## src/rtl/addsub_pkg.sv

```systemverilog
// Shared types and constants for the digit-serial adder/subtractor.
// The saturation helpers are only referenced when ADDSUB_SAT_EN is defined.
package addsub_pkg;

    typedef enum logic [1:0] {
        StIdle,
        StBusy,
        StDone
    } state_e;

    // Largest positive two's-complement value of the given width (width <= 64).
    function automatic logic [63:0] sat_max(int unsigned width);
        return (64'd1 << (width - 1)) - 64'd1;
    endfunction

    // Most negative two's-complement value of the given width (width <= 64).
    function automatic logic [63:0] sat_min(int unsigned width);
        return 64'd1 << (width - 1);
    endfunction

endpackage

```

## src/rtl/digit_serial_addsub_if.sv

```systemverilog
// Operand/result handshake bundle for digit_serial_addsub.
// The master drives operands and accepts results; the slave is the adder.
interface digit_serial_addsub_if #(
    parameter int unsigned WIDTH = 16
) ();
    logic             in_valid;
    logic             in_ready;
    logic [WIDTH-1:0] a;
    logic [WIDTH-1:0] b;
    logic             sub;
    logic             out_valid;
    logic             out_ready;
    logic [WIDTH-1:0] sum;
    logic             cout;
    logic             v;

    modport master (
        output in_valid, a, b, sub, out_ready,
        input  in_ready, out_valid, sum, cout, v
    );

    modport slave (
        input  in_valid, a, b, sub, out_ready,
        output in_ready, out_valid, sum, cout, v
    );
endinterface

```

## src/rtl/ripple_digit_adder.sv

```systemverilog
// Combinational DIGIT-bit ripple-carry adder slice.
// c_msb_o is the carry into the top bit, used for signed overflow detection.
module ripple_digit_adder #(
    parameter int unsigned DIGIT = 4
) (
    input  logic [DIGIT-1:0] a_i,
    input  logic [DIGIT-1:0] b_i,
    input  logic             c_i,
    output logic [DIGIT-1:0] s_o,
    output logic             c_o,
    output logic             c_msb_o
);
    logic [DIGIT:0] c;

    always_comb begin
        c    = '0;
        s_o  = '0;
        c[0] = c_i;
        for (int i = 0; i < int'(DIGIT); i++) begin
            s_o[i]   = a_i[i] ^ b_i[i] ^ c[i];
            c[i + 1] = (a_i[i] & b_i[i]) | (c[i] & (a_i[i] ^ b_i[i]));
        end
    end

    assign c_o     = c[DIGIT];
    assign c_msb_o = c[DIGIT-1];
endmodule

```

## src/rtl/digit_serial_addsub.sv

```systemverilog
// Multi-cycle two's-complement add/sub processing DIGIT bits per clock.
// Optional macro ADDSUB_SAT_EN replaces overflowing results with the signed max/min.
module digit_serial_addsub
    import addsub_pkg::*;
#(
    parameter int unsigned WIDTH = 16,
    parameter int unsigned DIGIT = 4
) (
    input  logic                 clk,
    input  logic                 rst,
    digit_serial_addsub_if.slave bus
);
    localparam int unsigned NDIG = WIDTH / DIGIT;
    localparam int unsigned CW   = (NDIG > 1) ? $clog2(NDIG) : 1;
    localparam int unsigned IW   = $clog2(WIDTH);

`ifdef ADDSUB_SAT_EN
    localparam logic [63:0] SatMax64 = sat_max(WIDTH);
    localparam logic [63:0] SatMin64 = sat_min(WIDTH);
`endif

    state_e           state_q, state_d;
    logic [WIDTH-1:0] a_q, a_d;
    logic [WIDTH-1:0] b_q, b_d;
    logic [WIDTH-1:0] res_q, res_d;
    logic [WIDTH-1:0] sum_q, sum_d;
    logic [CW-1:0]    cnt_q, cnt_d;
    logic             carry_q, carry_d;
    logic             cout_q, cout_d;
    logic             v_q, v_d;
    logic             in_ready_q, in_ready_d;
    logic             out_valid_q, out_valid_d;

    logic [IW-1:0]    idx;
    logic [DIGIT-1:0] dig_sum;
    logic             dig_cout;
    logic             dig_cmsb;
    logic             last_dig;

    assign idx      = IW'(cnt_q) * IW'(DIGIT);
    assign last_dig = (cnt_q == CW'(NDIG - 1));

    ripple_digit_adder #(
        .DIGIT(DIGIT)
    ) u_digit (
        .a_i    (a_q[idx +: DIGIT]),
        .b_i    (b_q[idx +: DIGIT]),
        .c_i    (carry_q),
        .s_o    (dig_sum),
        .c_o    (dig_cout),
        .c_msb_o(dig_cmsb)
    );

    always_comb begin
        state_d     = state_q;
        a_d         = a_q;
        b_d         = b_q;
        res_d       = res_q;
        sum_d       = sum_q;
        cnt_d       = cnt_q;
        carry_d     = carry_q;
        cout_d      = cout_q;
        v_d         = v_q;
        out_valid_d = out_valid_q;

        unique case (state_q)
            StIdle: begin
                out_valid_d = 1'b0;
                if (bus.in_valid) begin
                    a_d     = bus.a;
                    b_d     = bus.b ^ {WIDTH{bus.sub}};
                    carry_d = bus.sub;
                    cnt_d   = '0;
                    state_d = StBusy;
                end
            end
            StBusy: begin
                res_d[idx +: DIGIT] = dig_sum;
                carry_d             = dig_cout;
                cnt_d               = cnt_q + CW'(1);
                if (last_dig) begin
                    state_d = StDone;
                    sum_d   = res_d;
                    cout_d  = dig_cout;
                    v_d     = dig_cmsb ^ dig_cout;
`ifdef ADDSUB_SAT_EN
                    if (dig_cmsb ^ dig_cout) begin
                        sum_d = a_q[WIDTH-1] ? SatMin64[WIDTH-1:0] : SatMax64[WIDTH-1:0];
                    end
`endif
                end
            end
            StDone: begin
                // out_valid rises one cycle after DONE entry, giving NDIG+1 latency
                if (out_valid_q && bus.out_ready) begin
                    state_d     = StIdle;
                    out_valid_d = 1'b0;
                end else begin
                    out_valid_d = 1'b1;
                end
            end
            default: begin
                state_d     = StIdle;
                out_valid_d = 1'b0;
            end
        endcase

        in_ready_d = (state_d == StIdle);
    end

    always_ff @(posedge clk) begin
        if (rst) begin
            state_q     <= StIdle;
            a_q         <= '0;
            b_q         <= '0;
            res_q       <= '0;
            sum_q       <= '0;
            cnt_q       <= '0;
            carry_q     <= 1'b0;
            cout_q      <= 1'b0;
            v_q         <= 1'b0;
            in_ready_q  <= 1'b1;
            out_valid_q <= 1'b0;
        end else begin
            state_q     <= state_d;
            a_q         <= a_d;
            b_q         <= b_d;
            res_q       <= res_d;
            sum_q       <= sum_d;
            cnt_q       <= cnt_d;
            carry_q     <= carry_d;
            cout_q      <= cout_d;
            v_q         <= v_d;
            in_ready_q  <= in_ready_d;
            out_valid_q <= out_valid_d;
        end
    end

    assign bus.in_ready  = in_ready_q;
    assign bus.out_valid = out_valid_q;
    assign bus.sum       = sum_q;
    assign bus.cout      = cout_q;
    assign bus.v         = v_q;
endmodule

```

## src/flat_wrapper.sv

```systemverilog
// flat-port wrapper written by rule: the top's interface ports become plain ports
module digit_serial_addsub_flat import addsub_pkg::*;
#(
    parameter int unsigned WIDTH = 16,
    parameter int unsigned DIGIT = 4
)
  (clk, rst, bus_in_valid, bus_a, bus_b, bus_sub, bus_out_ready, bus_in_ready, bus_out_valid, bus_sum, bus_cout, bus_v);
  digit_serial_addsub_if #(.WIDTH(WIDTH)) bus_i ();
  input  logic clk;
  input  logic rst;
  input wire logic [$bits(bus_i.in_valid)-1:0] bus_in_valid;
  input wire logic [$bits(bus_i.a)-1:0] bus_a;
  input wire logic [$bits(bus_i.b)-1:0] bus_b;
  input wire logic [$bits(bus_i.sub)-1:0] bus_sub;
  input wire logic [$bits(bus_i.out_ready)-1:0] bus_out_ready;
  output wire logic [$bits(bus_i.in_ready)-1:0] bus_in_ready;
  output wire logic [$bits(bus_i.out_valid)-1:0] bus_out_valid;
  output wire logic [$bits(bus_i.sum)-1:0] bus_sum;
  output wire logic [$bits(bus_i.cout)-1:0] bus_cout;
  output wire logic [$bits(bus_i.v)-1:0] bus_v;
  assign bus_i.in_valid = bus_in_valid;
  assign bus_i.a = bus_a;
  assign bus_i.b = bus_b;
  assign bus_i.sub = bus_sub;
  assign bus_i.out_ready = bus_out_ready;
  assign bus_in_ready = bus_i.in_ready;
  assign bus_out_valid = bus_i.out_valid;
  assign bus_sum = bus_i.sum;
  assign bus_cout = bus_i.cout;
  assign bus_v = bus_i.v;
  digit_serial_addsub #(.WIDTH(WIDTH), .DIGIT(DIGIT)) u_core (.clk(clk), .rst(rst), .bus(bus_i));
endmodule
```

## config.mk

```make
export PLATFORM = sky130hd
export DESIGN_NAME = digit_serial_addsub_flat
export DESIGN_NICKNAME = d
export VERILOG_FILES = /design/src/rtl/addsub_pkg.sv /design/src/rtl/digit_serial_addsub_if.sv /design/src/rtl/ripple_digit_adder.sv /design/src/rtl/digit_serial_addsub.sv /design/src/flat_wrapper.sv
export SDC_FILE = /design/constraint.sdc
export NUM_CORES = 1
export LEC_CHECK = 0
export ABC_AREA = 1
export CAP_MARGIN = 20
export CORE_AREA = 3 3 111 103
export DETAILED_ROUTE_END_ITERATION = 10
export DIE_AREA = 0 0 114 106
export PLACE_DENSITY = 0.58
export REMOVE_ABC_BUFFERS = 1
export SLEW_MARGIN = 20
export SYNTH_ARGS = -nofsm -noshare
export SYNTH_HDL_FRONTEND = slang
export SYNTH_HIERARCHICAL = 1
export SYNTH_SLANG_ARGS = --single-unit
```

## constraint.sdc

```tcl
create_clock -name clk -period 2.94 [get_ports clk]
set_clock_uncertainty 0.05 [all_clocks]
set_input_delay 0.588 -clock clk [delete_from_list [all_inputs] [get_ports clk]]
set_output_delay 0.588 -clock clk [all_outputs]
set_load 0.01 [all_outputs]
```

==> results.yml <==
synth:
  synth-xor-area-share_pct: 4.15
  postSynthRegisterBits: 73
  yosys_warnings: 6
  synthDistinctLibCells: 22
  synth_compound_area_share_pct: 9.34
  synth_top_family_by_area: "simple AND/OR/NAND/NOR gates"
  muxShareOfSynthArea_pct: 0
  seq_area_frac_synth_pct: 40.7
  yosys_most_used_dff: "dfxtp_1"
  syn_area_um2: 3590
  synthTopCellsByArea: "dfxtp_1, nor2_1, nand2_1"
  synth_top_area_share_pct: 40.7
  synthesis.instances: 527
  synth-edff-count: 0
  async_flop_share_pct: 0
  synthAdderAreaFrac_pct: 4.32
  synth-simple-area-share_pct: 31.0
  yosys.area.top_type: "dfxtp_1"
  avgSynthCellArea_um2: 6.81
  synth_commonest_cells: "nor2_1, nand2_1, dfxtp_1"
  synth.most_common_cell: "nor2_1"
placed_design:
  io_buffer_count: 56
  place_hpwl_mm: 6.05
  pre_cts_slack_ns: -0.00212
  gp_congestion: 0.809
  post_dp_cell_area_um2: 4260
cts:
  cts_root_buf: "clkbuf_16"
  path_clk_slew_ns: 0.06
  cts_hold_buf: 0
  cts_max_level: 3
  cts.sinks: 73
  numCtsBuffers: 9
  clk_path_buf_depth: 2
  clk_latency_ns: 0.33
  cts_tree: "yes"
final_layout:
  area_delta_synth_final_pct: 30.7
  final_area_um2: 4690
  antennaDiodeCount: 0
  nets: 631
  drive_gt1_share_pct: 9.68
sta:
  finalSetupViolCount: 0
  clock.fmax_ghz: 0.359
  slew_headroom_pct: 59.3
  fin_ws_ns: 0.156
  fin_crit_sh_pct: 94.7
  finalCriticalPeriod_ns: 2.78
  hold_viol_final: 0
  worstMarginPinSlew_ns: 0.609
  slew_viol_final: 0
  tns_ns: 0
grt:
  grt_antenna_before_repair: 0
  grt_util_all_layers_pct: 14.8
  grt_pass1_vias: 3118
  grt_max_degree: 53
  grt_pass1_wl_mm: 14.6
  grt_overflow_total: 0
setup_path:
  worst-path-max-fanout: 6
  critPathKind: "reg2reg"
  worst_setup_path_start_kind: "flip-flop"
  ff2ff_path_depth: 15
  endpoint_kind: "flip-flop"
  critPathCapture: "u_core/bus.sum[15]$_SDFFE_PP0P_"
  arrival_ns: 3.01
  rrSetupSlack_ns: 0.16
  reg2reg_to: "u_core/bus.sum[15]$_SDFFE_PP0P_"
  r2r-start: "u_core/cnt_q[0]$_SDFFE_PP0P_"
  cp-startpoint: "u_core/cnt_q[0]$_SDFFE_PP0P_"
  worstPathRequired_ns: 3.16
floorplanning:
  core_area_um2: 10200
  io_pins: 57
  die_area_um2: 12100
  start_util_pct: 35.0
  row_count: 35
  die_w_um: 114
  chipHeight_um: 106
detailed_routing:
  wirelength_mm: 8.62
  avgRoutedWirePerCell_um: 12.0
  viasPerCell: 4.62
  vias: 3317
  drtAntennaViolNets: 0
  drtPass1Iterations: 4
  drc: 0
  drtIter0Drc: 188
pwr:
  leakagePower_nw: 2.15
  powerDensity_nw_per_um2: 579
  irDropWorstVdd_mv: 0.376
flow_run:
  cap_violations: 0
worst_hold_path:
  min_path_type: "reg2reg"
outcome:
  outcome: "finished clean"
==> cell families (layout without fill, tap and decap cells) <==
family          Yosys count  count (layout)
simple gates            276             276
compound gates           65              65
flops                    73              73
buf+inv                  86             148
xor+xnor                 17              17
fa+ha+maj                10              10
==> routing by layer <==
| metal | GRT usage, % | share of wire [%] |
|---|---|---|
| met1 | 21.1 | 49 |
| met2 | 22.1 | 44 |
| met3 | 2.56 | 5.2 |
| met4 | 5.85 | 1.0 |
| met5 | 0 | 0 |
==> sequential cells by signal (all words and copies together), names as in the netlist <==
register,count
u_core/a_q,16
u_core/b_q,16
u_core/bus.sum,16
u_core/res_q,16
u_core/cnt_q,2
u_core/state_q,2
u_core/bus.cout,1
u_core/bus.in_ready,1
u_core/bus.out_valid,1
u_core/bus.v,1
u_core/carry_q,1
==> where the power goes <==
| part | leakage, nW | internal [mW] | total [mW] | switching, mW |
|---|---|---|---|---|
| Clock | 0.169 | 0.812 | 1.21 | 0.403 |
| Combinational | 1.39 | 0.181 | 0.419 | 0.238 |
| Sequential | 0.600 | 1.05 | 1.08 | 0.0362 |
==> cell usage in the layout, fill, tap and decap left out, types with 2 or more instances in the layout <==
cell type | Yosys | final
nand3_2 | 0 | 3
o22ai_1 | 8 | 6
nand2_1 | 105 | 103
o21ai_0 | 35 | 32
dfxtp_1 | 73 | 71
inv_1 | 56 | 51
a21oi_1 | 22 | 22
ha_1 | 6 | 6
clkbuf_8 | 0 | 3
xor2_1 | 16 | 16
nor2_1 | 126 | 125
fa_2 | 0 | 3
o21ai_1 | 0 | 3
nand2_2 | 1 | 3
nor2_4 | 2 | 2
dfxtp_4 | 0 | 2
bufinv_16 | 0 | 2
clkdlybuf4s50_1 | 0 | 55
o22ai_2 | 0 | 2
nand4_1 | 4 | 4
clkbuf_16 | 0 | 9
inv_4 | 0 | 2
nand3_1 | 37 | 34
buf_4 | 4 | 15
inv_2 | 3 | 6
==> cell type report <==
type | instances | area, um2
inverter | 59 | 226
clock inverter | 4 | 73.8
timing repair buffer | 73 | 701
tap | 129 | 161
sequential | 73 | 1470
clock buffer | 12 | 267
multi-input combinational | 368 | 1800
fill | 1046 | 5550
==> worst min-delay path by stage <==
stage | start | to | slack (ns) | cells after the start
global route | u_core/b_q[12]$_SDFFE_PP0P_ | u_core/b_q[12]$_SDFFE_PP0P_ | 0.44 | 2
detailed placement | u_core/b_q[7]$_SDFFE_PP0P_ | u_core/b_q[7]$_SDFFE_PP0P_ | 0.40 | 2
finish | u_core/b_q[7]$_SDFFE_PP0P_ | u_core/b_q[7]$_SDFFE_PP0P_ | 0.41 | 2
floorplan | u_core/b_q[10]$_SDFFE_PP0P_ | u_core/b_q[10]$_SDFFE_PP0P_ | 0.38 | 2
global placement | u_core/b_q[7]$_SDFFE_PP0P_ | u_core/b_q[7]$_SDFFE_PP0P_ | 0.40 | 2
CTS | u_core/b_q[7]$_SDFFE_PP0P_ | u_core/b_q[7]$_SDFFE_PP0P_ | 0.41 | 2
==> stage by stage <==
step / std cells / power [mW] / hold slack [ns] / util (%)
after global routing: 718 / 2.85 / 0.440 / 45.8
after floorplan: 500 / 1.34 / 0.382 / -
final: 718 / 2.72 / 0.410 / 45.8
after CTS: 713 / 2.72 / 0.412 / 44.9
after detailed placement: 697 / 1.50 / 0.405 / 41.5
after global placement: 697 / 1.49 / 0.400 / 41.5
==> repair_timing <==
action                                  CTS  global route
pin swaps                                 1            12
setup buffers                             0             6
endpoints found under the setup margin    2             8
resized for setup                         1            24
==> critical path, stage by stage (launching register included) <==
cell and delay (ns):
dfxtp_4 0.36, buf_12 0.13, o21ai_1 0.15, o22ai_2 0.11, fa_2 0.39, inv_2 0.07
fa_2 0.20, fa_2 0.19, inv_2 0.05, fa_1 0.56, nand2_2 0.07, nor2_2 0.13
nand2_1 0.09, nand3_1 0.08, nand2_1 0.06, inv_1 0.05
(Power assumes the default switching activity.)
